==> src/rtl/imem_loader_if.sv <==
// Byte-stream in / word-write out bundle for imem_loader.
// csum_err exists only when IMEM_LOADER_CHECKSUM_EN is defined.
interface imem_loader_if #(
  parameter int DEPTH = 32
);
  localparam int WCW = $clog2(DEPTH) + 1;

  logic           start;
  logic           in_valid;
  logic [7:0]     in_data;
  logic           in_ready;
  logic           wr_en;
  logic [31:0]    wr_addr;
  logic [31:0]    wr_data;
  logic           busy;
  logic           done;
  logic           overflow;
  logic [WCW-1:0] word_count;
`ifdef IMEM_LOADER_CHECKSUM_EN
  logic           csum_err;
`endif

  // master: host feeding bytes and watching status
  modport master (
    output start, in_valid, in_data,
    input  in_ready, wr_en, wr_addr, wr_data, busy, done, overflow, word_count
`ifdef IMEM_LOADER_CHECKSUM_EN
    , input csum_err
`endif
  );

  // slave: the loader itself
  modport slave (
    input  start, in_valid, in_data,
    output in_ready, wr_en, wr_addr, wr_data, busy, done, overflow, word_count
`ifdef IMEM_LOADER_CHECKSUM_EN
    , output csum_err
`endif
  );
endinterface

==> src/rtl/imem_loader.sv <==
// Assembles little-endian bytes into 32-bit words and writes them to the instruction store
// until the 0xFFFFFFFF marker. Optional trailing checksum byte: IMEM_LOADER_CHECKSUM_EN.
module imem_loader #(
  parameter int          DEPTH     = 32,
  parameter logic [31:0] BASE_ADDR = 32'd0
) (
  input  logic       clk,
  input  logic       rst_n,
  imem_loader_if.slave bus
);
  localparam int          IW     = $clog2(DEPTH);
  localparam int          WCW    = IW + 1;
  localparam logic [IW-1:0] LAST = IW'(DEPTH - 1);
  localparam logic [31:0] MARKER = 32'hFFFF_FFFF;

  typedef enum logic [2:0] {IDLE, RECV, WRITE, DONE
`ifdef IMEM_LOADER_CHECKSUM_EN
    , CSUM
`endif
  } state_t;

  typedef struct packed {
    logic        en;
    logic [31:0] addr;
    logic [31:0] data;
  } wr_req_t;

  state_t         state;
  logic [IW-1:0]  idx;
  logic [1:0]     lane;
  logic [31:0]    asm_word;
  logic [WCW-1:0] wc;
  logic           ovf, done_q, busy_q, rdy;
  wr_req_t        wr_q;
`ifdef IMEM_LOADER_CHECKSUM_EN
  logic [7:0]     csum;
  logic           csum_err_q;
`endif

  always_ff @(posedge clk or negedge rst_n) begin
    if (!rst_n) begin
      state    <= IDLE;
      idx      <= '0;
      lane     <= '0;
      asm_word <= '0;
      wc       <= '0;
      ovf      <= 1'b0;
      done_q   <= 1'b0;
      busy_q   <= 1'b0;
      rdy      <= 1'b0;
      wr_q     <= '{en: 1'b0, addr: BASE_ADDR, data: 32'd0};
`ifdef IMEM_LOADER_CHECKSUM_EN
      csum       <= '0;
      csum_err_q <= 1'b0;
`endif
    end else begin
      case (state)
        IDLE, DONE: begin
          if (bus.start) begin
            state    <= RECV;
            idx      <= '0;
            lane     <= '0;
            wc       <= '0;
            ovf      <= 1'b0;
            asm_word <= '0;
            done_q   <= 1'b0;
            busy_q   <= 1'b1;
            rdy      <= 1'b1;
`ifdef IMEM_LOADER_CHECKSUM_EN
            csum       <= '0;
            csum_err_q <= 1'b0;
`endif
          end
        end
        RECV: begin
          if (bus.in_valid && rdy) begin
            asm_word[{lane, 3'b000} +: 8] <= bus.in_data;
            lane <= lane + 2'd1;
            if (lane == 2'd3) begin
              // the last slot always carries the marker so the reader terminates
              state     <= WRITE;
              rdy       <= 1'b0;
              wr_q.en   <= 1'b1;
              wr_q.addr <= BASE_ADDR + (32'(idx) << 2);
              wr_q.data <= (idx == LAST) ? MARKER : {bus.in_data, asm_word[23:0]};
              wc        <= wc + WCW'(1);
            end
          end
        end
        WRITE: begin
          wr_q.en <= 1'b0;
          if (asm_word == MARKER) begin
`ifdef IMEM_LOADER_CHECKSUM_EN
            state <= CSUM;
            rdy   <= 1'b1;
`else
            state  <= DONE;
            busy_q <= 1'b0;
            done_q <= 1'b1;
`endif
          end else begin
`ifdef IMEM_LOADER_CHECKSUM_EN
            csum <= csum + asm_word[7:0] + asm_word[15:8] + asm_word[23:16] + asm_word[31:24];
`endif
            if (idx == LAST) begin
              state  <= DONE;
              ovf    <= 1'b1;
              busy_q <= 1'b0;
              done_q <= 1'b1;
            end else begin
              state <= RECV;
              idx   <= idx + IW'(1);
              lane  <= '0;
              rdy   <= 1'b1;
            end
          end
        end
`ifdef IMEM_LOADER_CHECKSUM_EN
        CSUM: begin
          if (bus.in_valid && rdy) begin
            csum_err_q <= (bus.in_data != csum);
            state      <= DONE;
            rdy        <= 1'b0;
            busy_q     <= 1'b0;
            done_q     <= 1'b1;
          end
        end
`endif
        default: state <= IDLE;
      endcase
    end
  end

  assign bus.in_ready   = rdy;
  assign bus.wr_en      = wr_q.en;
  assign bus.wr_addr    = wr_q.addr;
  assign bus.wr_data    = wr_q.data;
  assign bus.busy       = busy_q;
  assign bus.done       = done_q;
  assign bus.overflow   = ovf;
  assign bus.word_count = wc;
`ifdef IMEM_LOADER_CHECKSUM_EN
  assign bus.csum_err   = csum_err_q;
`endif
endmodule

==> src/flat_wrapper.sv <==
// flat-port wrapper written by rule: the top's interface ports become plain ports
module imem_loader_flat 
#(
  parameter int          DEPTH     = 32,
  parameter logic [31:0] BASE_ADDR = 32'd0
)
  (clk, rst_n, bus_start, bus_in_valid, bus_in_data, bus_in_ready, bus_wr_en, bus_wr_addr, bus_wr_data, bus_busy, bus_done, bus_overflow, bus_word_count);
  imem_loader_if #(.DEPTH(DEPTH)) bus_i ();
  input  logic clk;
  input  logic rst_n;
  input wire logic [$bits(bus_i.start)-1:0] bus_start;
  input wire logic [$bits(bus_i.in_valid)-1:0] bus_in_valid;
  input wire logic [$bits(bus_i.in_data)-1:0] bus_in_data;
  output wire logic [$bits(bus_i.in_ready)-1:0] bus_in_ready;
  output wire logic [$bits(bus_i.wr_en)-1:0] bus_wr_en;
  output wire logic [$bits(bus_i.wr_addr)-1:0] bus_wr_addr;
  output wire logic [$bits(bus_i.wr_data)-1:0] bus_wr_data;
  output wire logic [$bits(bus_i.busy)-1:0] bus_busy;
  output wire logic [$bits(bus_i.done)-1:0] bus_done;
  output wire logic [$bits(bus_i.overflow)-1:0] bus_overflow;
  output wire logic [$bits(bus_i.word_count)-1:0] bus_word_count;
  assign bus_i.start = bus_start;
  assign bus_i.in_valid = bus_in_valid;
  assign bus_i.in_data = bus_in_data;
  assign bus_in_ready = bus_i.in_ready;
  assign bus_wr_en = bus_i.wr_en;
  assign bus_wr_addr = bus_i.wr_addr;
  assign bus_wr_data = bus_i.wr_data;
  assign bus_busy = bus_i.busy;
  assign bus_done = bus_i.done;
  assign bus_overflow = bus_i.overflow;
  assign bus_word_count = bus_i.word_count;
  imem_loader #(.DEPTH(DEPTH), .BASE_ADDR(BASE_ADDR)) u_core (.clk(clk), .rst_n(rst_n), .bus(bus_i));
endmodule
==> config.mk <==
export PLATFORM = sky130hd
export DESIGN_NAME = imem_loader_flat
export DESIGN_NICKNAME = d
export VERILOG_FILES = /design/src/rtl/imem_loader_if.sv /design/src/rtl/imem_loader.sv /design/src/flat_wrapper.sv
export SDC_FILE = /design/constraint.sdc
export NUM_CORES = 1
export LEC_CHECK = 0
export BUFFER_PORTS_ARGS = -buffer_cell sky130_fd_sc_hd__buf_2
export CORE_UTILIZATION = 40
export DETAILED_ROUTE_END_ITERATION = 8
export GPL_ROUTABILITY_DRIVEN = 0
export SYNTH_ARGS = -nofsm -noshare
export SYNTH_HDL_FRONTEND = slang
export SYNTH_SLANG_ARGS = --single-unit
export TNS_END_PERCENT = 5
==> constraint.sdc <==
create_clock -name clk -period 5 [get_ports clk]
set_input_delay 0 -clock clk [delete_from_list [all_inputs] [get_ports clk]]
set_output_delay 0 -clock clk [all_outputs]
set_load 0.01 [all_outputs]
==> summary.md, run 1 <==
| Metric | Value |
|---|---|
| Post-Route Skew | approximately 13 ps |
| Synth Cell Area | ~4300 µm² |
| Syn Area/Cell | approximately 9.5 µm² |
| Final setup margin | 2220 ps |
| Yosys warns | 0 |
| Max-Cap Viols | 0 |
| Die Wd | about 110 µm |
| Crit path from | u_core.state[0]$_DFFE_PN0P_ |
| Post-synth top cells | dfrtp_1, nand2_1, o21ai_0 |
| Yosys reg bits | a little under 90 |
| Crit path launch type | flip-flop |
| CTS tree | built |
| Worst hold path startpoint | bus_start |
| Post-route clock period utilization | a little under three fifths |
| Cells after synthesis | 456 |
| Rows | 37 |
| Clock latency on the worst-skew pair | ~360 ps |
| Achievable clock frequency | ~360 MHz |
| Core footprint | 10400 µm² |
| EDFF count, synth | 0 |
| Count leader, synth | dfrtp_1 |
| Post-route DRC | 0 |
| Post-synth ARST share | 100% |
| Critical path class | flip-flop to flip-flop |
| Rel. slew slack | approximately a quarter |
| DR pass1 iterations | 4 |
| Global-route usage over all layers | 17.8% |
| Ys flop type | dfrtp_1 |
| Dpl ws | 2200 ps |
| FF-to-FF Start | u_core.state[0]$_DFFE_PN0P_ |
| Required time of the worst setup path | roughly 5200 ps |
| Post-CTS Setup Inserts | 0 |
| Final Total Pwr | around 1900 µW |
| Leakage | between 0.002 and 0.0025 µW |
| CP Cell Sequence | inv_1, ha_1, nor2b_1, buf_4, a211oi_2, nand4_1, xor2_1, nor2_1 |
| Grt total ovfl | 0 |
| Worst setup EP type | flip-flop |
| DR vias/cell | 4.99 |
| Tmin final | around 2800 ps |
| Placed inst area | between 4000 and 5000 µm² |
| Final Core Density | between 40% and 50% |
| Initial Util | about two fifths |
| Post-route ant nets | 0 |
| Finished Cell Area | around 5000 µm² |
| Area grow syn2layout | 12.8% |
| Die area | roughly 11000 µm² |
| Num CTS Buffers | 9 |
| Hpwl dp | between 6000 and 7000 µm |
| Die height | 106 µm |
| RSZ-0062 raised after global routing | false |
| Initial antenna violation count | 0 |
| Netlist cell types | 48 |
| Maximum fanout along the worst path | 22 |
| H-Tree Level Count | 3 |
| Share of layout cells above drive strength 1 | about a fifth |
| Yosys top cell by area | dfrtp_1 |
| # nets final | 540 |
| Ant. Diodes | 0 |
| Port buffer count | between 50 and 60 |
| Cell Pwr Density | between 300 and 400 nW/µm² |
| Register clock-pin slew on the reported worst setup and hold paths | ~80 ps |
| Ports | 87 |
| CTS Sinks | 89 |
| Vias | between 3000 and 4000 |
| Crit-path max cell delay | slightly above 900 ps |
| Worst VDD drop | around 190 µV |
| Top cells by area, synth | dfrtp_1, o21ai_0, nand2_1, buf_4, nor2_1 |
| CP max stage cell | a211oi_2 |
| WL final | between 9000 and 10000 µm |
| Clock Tree Root | clkbuf_8 |
| Drt wl/cell | between 10 and 15 µm |
| Hold buffer count at cts | 10 |
| Post-synth top area share | about half |
| Crit path DAT | between 3000 and 4000 ps |
| Iteration-0 DRC Markers | slightly below 200 |
| Wire length of the first global-routing pass | roughly 16000 µm |
| Status | finished clean |
| Final Max Slew Viols | 0 |
| Setup TNS | 0 ps |
| Register area share after synthesis | ~52% |
| Largest net degree at the start of global routing | 58 |
| Worst-Margin Slew | around 1100 ps |
| Number of global-route vias before repair | roughly 3100 |
| CTS Buffer Depth | 2 |
| PostCTS Resize Cnt | 0 |
| Final hold vios | 0 |
| Final setup viols | 0 |
| HP Class | primary input to flip-flop |
## worst max-delay path: cells and delay by family, from the launching register on
family	cells	cell delay, ps
AO/OA/AOI/OAI	1	910
XOR/XNOR	1	190
adder cells (fa/ha/maj)	1	390
buffers and inverters	2	260
flip-flops	1	400
AND/OR/NAND/NOR	3	490
## routing by layer
metal,GRT usage (%),vias to the layer above,share of wire [%]
li1,-,1611,-
met5,0,-,0
met2,27.0,79,46
met3,3.80,8,4.0
met4,5.26,0,0.91
met1,25.5,1590,49
## flip-flops by register name, summed over array words and instances, names as in the netlist
name and flops:
u_core.asm_word 32, u_core.bus.wr_data 32, u_core.bus.word_count 6, u_core.bus.wr_addr 5
u_core.idx 5, u_core.lane 2, u_core.state 2, u_core.bus.busy 1
u_core.bus.done 1, u_core.bus.in_ready 1, u_core.bus.overflow 1, u_core.bus.wr_en 1
## stage by stage
stage / hold slack [ps] / cells
final: 14.3 / 659
after global routing: 2.54 / 659
after CTS: 1.08 / 659
after detailed placement: -30.2 / 633
after global placement: -31.1 / 633
after floorplan: -296 / 482
## cells by family (layout without fill, tap and decap cells)
kind of cell	after synthesis	after routing	share of synthesized area (%)
fa+ha+maj	10	10	2.90
compound gates	89	89	12.5
xor+xnor	4	4	0.811
buf+inv	73	114	9.62
mux	9	9	2.46
other cells	1	27	0.0868
simple gates	181	181	20.1
flops	89	89	51.6
## path summary, 6_finish.rpt
check	end	slack [ps]	cells after the start
max in group asynchronous	u_core.bus.wr_data[0]$_DFFE_PN0P_	3820	3
min reg2reg	u_core.bus.wr_data[11]$_DFFE_PN0P_	480	2
min	u_core.bus.overflow$_DFFE_PN0P_	10	3
max	u_core.bus.word_count[5]$_DFFE_PN0P_	2220	8
min in group asynchronous	u_core.bus.wr_data[10]$_DFFE_PN0P_	110	2
max reg2reg	u_core.bus.word_count[5]$_DFFE_PN0P_	2220	8
## layout by cell type (no fill, tap or decap), drive strengths merged, types with 4 or more instances in the layout
cell type	count
dfrtp	89
conb	27
clkbuf	10
dlygate4sd3	10
mux2	7
nand4	13
buf	63
a21oi	6
ha	10
a22o	8
nor3	6
inv	27
o21ai	60
xor2	4
nand2	64
nand3	33
nor2	48
## area by class of cell
class	count	area [µm²]
clock buffers	10	128
clock inverters	6	50.0
fillers	1017	5550
inverters	25	93.8
multi-input cells	320	1770
flip-flops and latches	89	2230
well taps	136	170
repair buffers	73	428
## where the power goes
part	internal (µW)	switching [µW]
sequential	781	60.0
combinational	177	397
clock	186	273
total	1140	729
Note: power is estimated with default switching activity, not from simulation.
==> run 2, diff against run 1 <==
==> constraint.sdc (replaced) <==
create_clock -name clk -period 2.9 [get_ports clk]
set_input_delay 0 -clock clk [delete_from_list [all_inputs] [get_ports clk]]
set_output_delay 0 -clock clk [all_outputs]
set_load 0.01 [all_outputs]
==> run 2 against run 1 <==
Global-route usage fell by 0.28 points. Critical path depth fell by 1. Highest routed layer unchanged. First-iteration DRC count rose by 14%. Sequential share of layout area fell by 0.36 points. Via count fell by 0.18%. Clock skew fell by 2.6 ps. Combinational power rose by 76%. Critical endpoint is now u_core.asm_word[16]$_DFFE_PN0P_.
==> summary.md, run 2 (synthesis results as in run 1) <==
| Metric | Value |
|---|---|
| Status | finished clean |
| Top delay family on crit path | compound AO/OA/AOI/OAI gates |
| Port buffer count | 59 |
| Post-Route Skew | 10.5 ps |
| Cell Pwr Density | 686 nW/µm² |
| Post-route clock period utilization | roughly 83% |
| R2R cell count | 7 |
| Leakage | between 0.002 and 0.0025 µW |
| Levels on crit path | 7 |
| Register clock-pin slew on the reported worst setup and hold paths | roughly 90 ps |
| PostCTS Resize Cnt | 0 |
| Initial antenna violation count | 0 |
| # nets final | 541 |
| Iteration-0 DRC Markers | 220 |
| Required time of the worst setup path | between 3000 and 4000 ps |
| Global-route usage over all layers | between 10% and 20% |
| Drt wl/cell | roughly 14 µm |
| CTS Buffer Depth | 2 |
| CP Buf/Inv Count | 2 |
| CP max stage cell | nor2b_1 |
| WL final | about 9400 µm |
| Clock latency on the worst-skew pair | 360 ps |
| P_int | between 2000 and 2500 µW |
| Worst VDD drop | slightly above 300 µV |
| Grt total ovfl | 0 |
| Sequential share of power | around 43% |
| Achievable clock frequency | around 420 MHz |
| Final setup viols | 0 |
| Crit-path max cell delay | 490 ps |
| Maximum fanout along the worst path | 10 |
| Post-route DRC | 0 |
| Critical path class | flip-flop to flip-flop |
| Final hold vios | 0 |
| Finished Cell Area | between 4000 and 5000 µm² |
| Tmin final | between 2000 and 2500 ps |
| Setup TNS | 0 ps |
| Number of global-route vias before repair | roughly 3000 |
| CP Cell Sequence | inv_1, ha_1, nor2b_1, buf_4, a211oi_2, o21ai_1, a22o_1 |
| Switching Share | 38.1% |
| Clock share of power | a little over a quarter |
| Ant. Diodes | 0 |
| Final Max Slew Viols | 0 |
| Most frequent cells in the layout | dfrtp_1, nand2_1, o21ai_0 |
| Rel. slew slack | 25.5% |
| Worst-Margin Slew | 1120 ps |
| H-Tree Level Count | 3 |
| Vias | 3282 |
| Die Wd | 106 µm |
| Wire length of the first global-routing pass | 15500 µm |
| HP Class | primary input to flip-flop |
| Combinational power share | a little under a third |
| Rows | 37 |
| Area grow syn2layout | 13.7% |
| Crit path from | u_core.state[0]$_DFFE_PN0P_ |
| Crit path to | u_core.asm_word[16]$_DFFE_PN0P_ |
| DR vias/cell | between 4 and 5 |
| Worst hold path startpoint | bus_start |
| Max-Cap Viols | 0 |
| DR pass1 iterations | 4 |
| Post-route ant nets | 0 |
| CTS tree | built |
| Most common cell after layout, fill and taps aside | dfrtp_1 |
| RR Endpoint | u_core.asm_word[16]$_DFFE_PN0P_ |
| P_sw | 1280 µW |
| Crit path launch type | flip-flop |
| Core footprint | around 10000 µm² |
| Placed inst area | ~4600 µm² |
| Die height | 106 µm |
| Largest net degree at the start of global routing | 90 |
| Worst setup EP type | flip-flop |
| Share of layout cells above drive strength 1 | 19.1% |
| Hpwl dp | around 6400 µm |
| Final Core Density | between 40 and 50% |
| Num CTS Buffers | 9 |
| CTS Sinks | 89 |
| Initial Util | around two fifths |
| Clock Tree Root | clkbuf_8 |
| Crit path DAT | between 2000 and 3000 ps |
| FF-to-FF Start | u_core.state[0]$_DFFE_PN0P_ |
| RSZ-0062 raised after global routing | false |
| Ports | between 80 and 90 |
| Die area | 11200 µm² |
| Flop2flop setup slack | around 500 ps |
[run 2: per-stage QoR]
step / setup slack (ps) / cells / hold WS (ps) / total power [µW]
2_1_floorplan: 978 / 482 / -296 / 2260
3_3_place_gp: 616 / 634 / 288 / 2440
3_5_place_dp: 540 / 634 / 287 / 2470
4_1_cts: 501 / 660 / 7.04 / 3390
5_1_grt: 333 / 660 / 37.9 / 3580
6_report: 498 / 660 / 22.0 / 3370
[run 2: worst min path at each step]
stage / end / slack, ps / depth (start not counted)
detailed placement: u_core.bus.wr_data[9]$_DFFE_PN0P_ / 290 / 1
finish: u_core.bus.overflow$_DFFE_PN0P_ / 20 / 3
global placement: u_core.bus.wr_data[11]$_DFFE_PN0P_ / 290 / 1
global route: u_core.bus.overflow$_DFFE_PN0P_ / 40 / 3
CTS: u_core.bus.overflow$_DFFE_PN0P_ / 7 / 3
floorplan: u_core.asm_word[0]$_DFFE_PN0P_ / -300 / 0
[run 2: area by class of cell]
class	instances	area (µm²)
fillers	997	5510
multi-input cells	320	1770
inverters	25	93.8
flip-flops and latches	89	2230
clock inverters	7	85.1
repair buffers	74	435
well taps	136	170
clock buffers	9	124
[run 2: power by group through the flow]
stage	Clock [µW]	Combinational [µW]	Sequential, µW
4_1_cts	934	1010	1450
5_1_grt	970	1150	1470
2_1_floorplan	0	790	1470
6_report	903	1010	1450
3_5_place_dp	0	995	1470
3_3_place_gp	0	976	1470
[run 2: timing repair]
action | CTS | global route
hold buffers | 10 | 0
endpoints found under the hold margin | 130 | 0
setup buffers | 0 | 0
[run 2: metal layers]
metal	up-vias	track usage (%)	share of wire [%]
met5	-	0	0
met4	0	4.17	0.83
met3	7	4.11	4.5
met2	78	27.6	47
met1	1575	24.3	48
li1	1622	-	-
[run 2: worst reg2reg max path, delay by kind of cell, from the launching register on]
| kind | cells | cell delay (ps) |
|---|---|---|
| compound gates | 3 | 680 |
| buf+inv | 2 | 330 |
| fa+ha+maj | 1 | 440 |
| simple gates | 1 | 490 |
| flops | 1 | 400 |
